### src/rtl/sh_word_chain.sv
// Word-granular parallel-in shift chain with a valid/ready input and a packed-vector output.
// Optional ROTATE_EN adds a rot input that rotates data_out by one word when the chain is idle.
module sh_word_chain #(
  parameter int unsigned WORD_W  = 8,
  parameter int unsigned DEPTH   = 2,
  parameter logic [WORD_W*DEPTH-1:0] RST_VAL = (WORD_W*DEPTH)'('h00AA),
  localparam int unsigned CNT_W  = $clog2(DEPTH + 1)
) (
  input  logic                      clk,
  input  logic                      rst,
  input  logic                      in_valid,
  output logic                      in_ready,
  input  logic [WORD_W-1:0]         in_data,
  input  logic                      dir,
`ifdef ROTATE_EN
  input  logic                      rot,
`endif
  output logic                      out_valid,
  input  logic                      out_ready,
  output logic [WORD_W*DEPTH-1:0]   data_out,
  output logic [CNT_W-1:0]          count
);

  localparam int unsigned VecW = WORD_W * DEPTH;

  typedef enum logic [0:0] {StFill, StFull} state_e;

  state_e            state_q, state_d;
  logic [VecW-1:0]   data_q, data_d;
  logic [CNT_W-1:0]  count_q, count_d;

  logic            accept, pop;
  logic [VecW-1:0] in_ext, shl, shr;
`ifdef ROTATE_EN
  logic [VecW-1:0] rotl, rotr;
`endif

  // Shifts are expressed on the whole vector so DEPTH==1 needs no special slicing.
  assign in_ext = VecW'(in_data);
  assign shl    = (data_q << WORD_W) | in_ext;
  assign shr    = (data_q >> WORD_W) | (in_ext << (VecW - WORD_W));
`ifdef ROTATE_EN
  assign rotl   = (data_q << WORD_W) | (data_q >> (VecW - WORD_W));
  assign rotr   = (data_q >> WORD_W) | (data_q << (VecW - WORD_W));
`endif

  always_comb begin
    in_ready  = (state_q == StFill) ? 1'b1 : out_ready;
    out_valid = (state_q == StFull);
    accept    = in_valid & in_ready;
    pop       = out_valid & out_ready;

    state_d = state_q;
    data_d  = data_q;
    count_d = count_q;

    if (accept) begin
      data_d = dir ? shr : shl;
    end
`ifdef ROTATE_EN
    else if (rot && !pop) begin
      data_d = dir ? rotr : rotl;
    end
`endif

    unique case (state_q)
      StFill: begin
        if (accept) begin
          count_d = count_q + CNT_W'(1);
          if (count_d == CNT_W'(DEPTH)) state_d = StFull;
        end
      end
      StFull: begin
        if (pop) begin
          if (accept) begin
            count_d = CNT_W'(1);
            state_d = (DEPTH == 1) ? StFull : StFill;
          end else begin
            count_d = '0;
            state_d = StFill;
          end
        end
      end
      default: state_d = StFill;
    endcase
  end

  always_ff @(posedge clk) begin
    if (!rst) begin
      state_q <= StFill;
      data_q  <= RST_VAL;
      count_q <= '0;
    end else begin
      state_q <= state_d;
      data_q  <= data_d;
      count_q <= count_d;
    end
  end

  assign data_out = data_q;
  assign count    = count_q;

endmodule

### config.mk
export PLATFORM = sky130hd
export DESIGN_NAME = sh_word_chain
export DESIGN_NICKNAME = d
export VERILOG_FILES = /design/src/rtl/sh_word_chain.sv
export SDC_FILE = /design/constraint.sdc
export NUM_CORES = 1
export LEC_CHECK = 0
export CAP_MARGIN = 30
export CORE_MARGIN = 1.5
export CORE_UTILIZATION = 44
export DETAILED_ROUTE_END_ITERATION = 7
export GPL_ROUTABILITY_DRIVEN = 1
export HOLD_SLACK_MARGIN = 0.1
export PLACE_DENSITY = 0.82
export SLEW_MARGIN = 20
export SYNTH_ARGS = -nofsm -noshare
export SYNTH_HDL_FRONTEND = slang
export SYNTH_SLANG_ARGS = --single-unit
### constraint.sdc
create_clock -name clk -period 1.6 [get_ports clk]
set_clock_uncertainty 0.1 [all_clocks]
set_input_delay 0.48 -clock clk [delete_from_list [all_inputs] [get_ports clk]]
set_output_delay 0.48 -clock clk [all_outputs]
set_load 0.02 [all_outputs]
==> results.sh <==
export IMPL_total_leakage_power_nw=0.6873
export IMPL_worstMarginPinSlew_ps=252.8
export IMPL_max_cap_violations=0
export IMPL_status="completed"
export IMPL_post_route_cell_area_sq_mm=0.001338
export IMPL_pin_count=33
export IMPL_die_x_um=49.40
export IMPL_yosysWarnings=0
export IMPL_fp_dieArea_sq_mm=0.002440
export IMPL_timing_hold_worst_endpoint="count[1]$_SDFFE_PN0P_"
export IMPL_tritoncts_num_sinks=19
export IMPL_routed_via_density=5.506
export IMPL_worstPathBufferInverterCount=1
export IMPL_number_of_vias_in_the_routed_layout=870
export IMPL_detail_route_antenna_nets=0
export IMPL_syn_std_cell_area_sq_um=947.2
export IMPL_pre_cts_slack_ps=-718.0
export IMPL_design_final_nets=146
export IMPL_floorplan_core_area_sq_mm=0.002002
export IMPL_cp_data_arrival_time_ps=980
export IMPL_dp_hpwl_um=1532
export IMPL_synth_async_reset_ratio_pct=0
export IMPL_critical_path_slowest_cell="sky130_fd_sc_hd__dfxtp_1"
export IMPL_rows=16
export IMPL_synth_area_per_cell_sq_um=10.41
export IMPL_antenna_found_initial=0
export IMPL_buffer_ports_inserted=32
export IMPL_layout_drive_gt1_share_pct=25.95
export IMPL_setup_slack_ps=39.03
export IMPL_postRouteWirelength_um=2174
export IMPL_mappedNetlistNets=105
export IMPL_stages_on_worst_setup_path=1
export IMPL_power_per_cell_area_mw_per_mm2=809.8
export IMPL_grt_overflow=0
export IMPL_vdd_ir_drop_worst_v=0.0004948
export IMPL_critical_path_max_stage_delay_ps=370
export IMPL_worst_path_dominant_cell_family="flip-flops"
export IMPL_holdWs_ps=409.4
export IMPL_tritoncts_num_buffers=3
export IMPL_grt_setup_unrepaired="false"
export IMPL_synth_seq_area_share_pct=40.16
export IMPL_detailedRoute_firstIterationViolations=20
export IMPL_synthFlopType="sky130_fd_sc_hd__dfxtp_1"
export IMPL_avgRoutedWirePerCell_um=13.76
export IMPL_synth_ff_latch_count=19
export IMPL_finalHoldViolations=0
export IMPL_worst_path_fanout_max=3
export IMPL_layout_worst_path_cycle_share_pct=97.56
export IMPL_finalWeightedCongestion=0.7905
export IMPL_detailedRoute_firstPassIterationCount=4
export IMPL_fp_dieH_um=49.40
export IMPL_clk_insertion_delay_late_ps=290
export IMPL_synth_cells_most_frequent="sky130_fd_sc_hd__dfxtp_1 (19), sky130_fd_sc_hd__mux2i_1 (16), sky130_fd_sc_hd__nand3_1 (13)"
export IMPL_vias_in_the_first_global_route=787
export IMPL_crit_path_end_kind="output pin"
export IMPL_initial_core_utilization_pct=47.31
export IMPL_post_cts_repair_setup_buffers=0
export IMPL_grt_use_total_pct=19.00
export IMPL_cts_root_buf="sky130_fd_sc_hd__clkbuf_4"
export IMPL_hold_path_cell_count=2
export IMPL_fmax_ghz=0.6406
export IMPL_finalCriticalPeriod_ps=1561
export IMPL_critical_path_cell_chain="clkdlybuf4s15_1"
export IMPL_clkTransAtPathRegs_ps=110
export IMPL_worst_r2r_cell_count=5
export IMPL_timing_final_max_slew_violations=0
export IMPL_antennaDiodeCount=0
export IMPL_worst_reg2reg_setup_slack_ps=310
export IMPL_grt_max_degree=20
export IMPL_worstHoldStart="count[1]$_SDFFE_PN0P_"
export IMPL_crit_reg2reg_launch="out_valid$_SDFF_PN0_"
export IMPL_r2r_end="data_out[4]$_SDFFE_PN0P_"
export IMPL_cts_hold_buf=0
export IMPL_critPathRequiredTime_ps=1020
export IMPL_drc=0
export IMPL_htree_levels=1
export IMPL_detailed_place_area_sq_mm=0.001368
export IMPL_post_synth_top_area_cell="sky130_fd_sc_hd__dfxtp_1"
export IMPL_clk_path_buf_depth=2
export IMPL_post_synth_num_cell_types=23
export IMPL_synth_most_common_cell="sky130_fd_sc_hd__dfxtp_1"
export IMPL_worst_slew_margin_rel_pct=82.88
export IMPL_area_share_of_the_largest_cell_type_after_synthesis_pct=40.16
export IMPL_global_route_wire_length_before_repair_um=3581
export IMPL_tritoncts="built"
export IMPL_layout_overhead_on_the_synthesized_area_pct=41.22
export IMPL_worstHoldPathType="reg -> reg"
export IMPL_synth_top_cells_by_area="sky130_fd_sc_hd__dfxtp_1 (40%), sky130_fd_sc_hd__mux2i_1 (17%), sky130_fd_sc_hd__o211a_1 (13%)"
export IMPL_post_synth_inst_count=91
export IMPL_synth_edf_count=0
export IMPL_crit_type="reg -> out"
export IMPL_startpoint_type="flip-flop"
export IMPL_setup_viol_count_final=0
## how the worst max path moves through the flow
stage                              startpoint           end  slack (ps)
global route        data_out[14]$_SDFFE_PN0P_  data_out[14]           2
global placement                    out_ready      in_ready        -700
CTS                 data_out[12]$_SDFFE_PN0P_  data_out[12]         0.3
detailed placement                  out_ready      in_ready        -720
floorplan                out_valid$_SDFF_PN0_      in_ready         110
finish              data_out[14]$_SDFFE_PN0P_  data_out[14]          40
## repair_timing
item / in CTS / in global routing
cloned: 0 / 0
setup endpoints to repair: 25 / 19
gates resized for setup: 35 / 26
pin swaps: 0 / 0
## where the power goes
part | switching [W] | total (W) | leakage, nW | internal, W
sequential | 0.0000280 | 0.000541 | 0.158 | 0.000513
combinational | 0.000149 | 0.000301 | 0.511 | 0.000152
clock | 0.000148 | 0.000241 | 0.0177 | 0.0000930
total | 0.000325 | 0.00108 | 0.687 | 0.000758
## per-layer routing
layer	track usage [%]	part of all wire (%)	routed length, um
met5	0	0	0
met3	3.988	4.1	89
met4	8.333	1.1	23
met2	32.88	52	1129
met1	22.48	43	932
## metrics by stage
stage	setup TNS, ps	total power, W	instances	util, %
2_1_floorplan	0	0.0007224	91	-
3_3_place_gp	-4792	0.0008739	154	68.31
3_5_place_dp	-5600	0.0008827	154	68.31
4_1_cts	0	0.001103	158	68.50
5_1_grt	0	0.001143	158	66.81
6_report	0	0.001083	158	66.81
## placed cells by master, fill, tap and decap left out, types with 2 or more instances in the layout
cell,Yosys,final
sky130_fd_sc_hd__clkbuf_4,0,3
sky130_fd_sc_hd__buf_4,2,9
sky130_fd_sc_hd__inv_2,2,2
sky130_fd_sc_hd__clkbuf_2,0,10
sky130_fd_sc_hd__buf_12,0,3
sky130_fd_sc_hd__o311ai_1,4,4
sky130_fd_sc_hd__mux2i_1,16,16
sky130_fd_sc_hd__nand3_1,13,13
sky130_fd_sc_hd__o211a_1,12,12
sky130_fd_sc_hd__clkdlybuf4s50_1,0,11
sky130_fd_sc_hd__buf_2,1,2
sky130_fd_sc_hd__dfxtp_1,19,18
sky130_fd_sc_hd__clkdlybuf4s15_1,0,8
sky130_fd_sc_hd__o21ai_1,5,5
## cells by family after synthesis
| kind of cell | count (synthesis) | share of synthesized area [%] |
|---|---|---|
| DFF | 19 | 40.16 |
| and+or+nand+nor | 20 | 12.42 |
| buffers and inverters | 11 | 7.661 |
| muxes | 16 | 16.91 |
| adders and majority gates | 1 | 1.321 |
| AOI/OAI and AO/OA | 24 | 21.53 |
## state kept, by name, summed over array words and instances, names as in the netlist
name	count
data_out	16
count	2
out_valid	1
## area by class of cell
class | instances | area (sq um)
clock buffers | 3 | 22.52
repair buffers | 44 | 389.1
inverters | 3 | 11.26
clock inverters | 1 | 5.005
fillers | 167 | 664.4
flip-flops and latches | 19 | 381.6
well taps | 27 | 33.78
multi-input cells | 61 | 494.2
No activity file was read; power rests on OpenSTA's default activity.
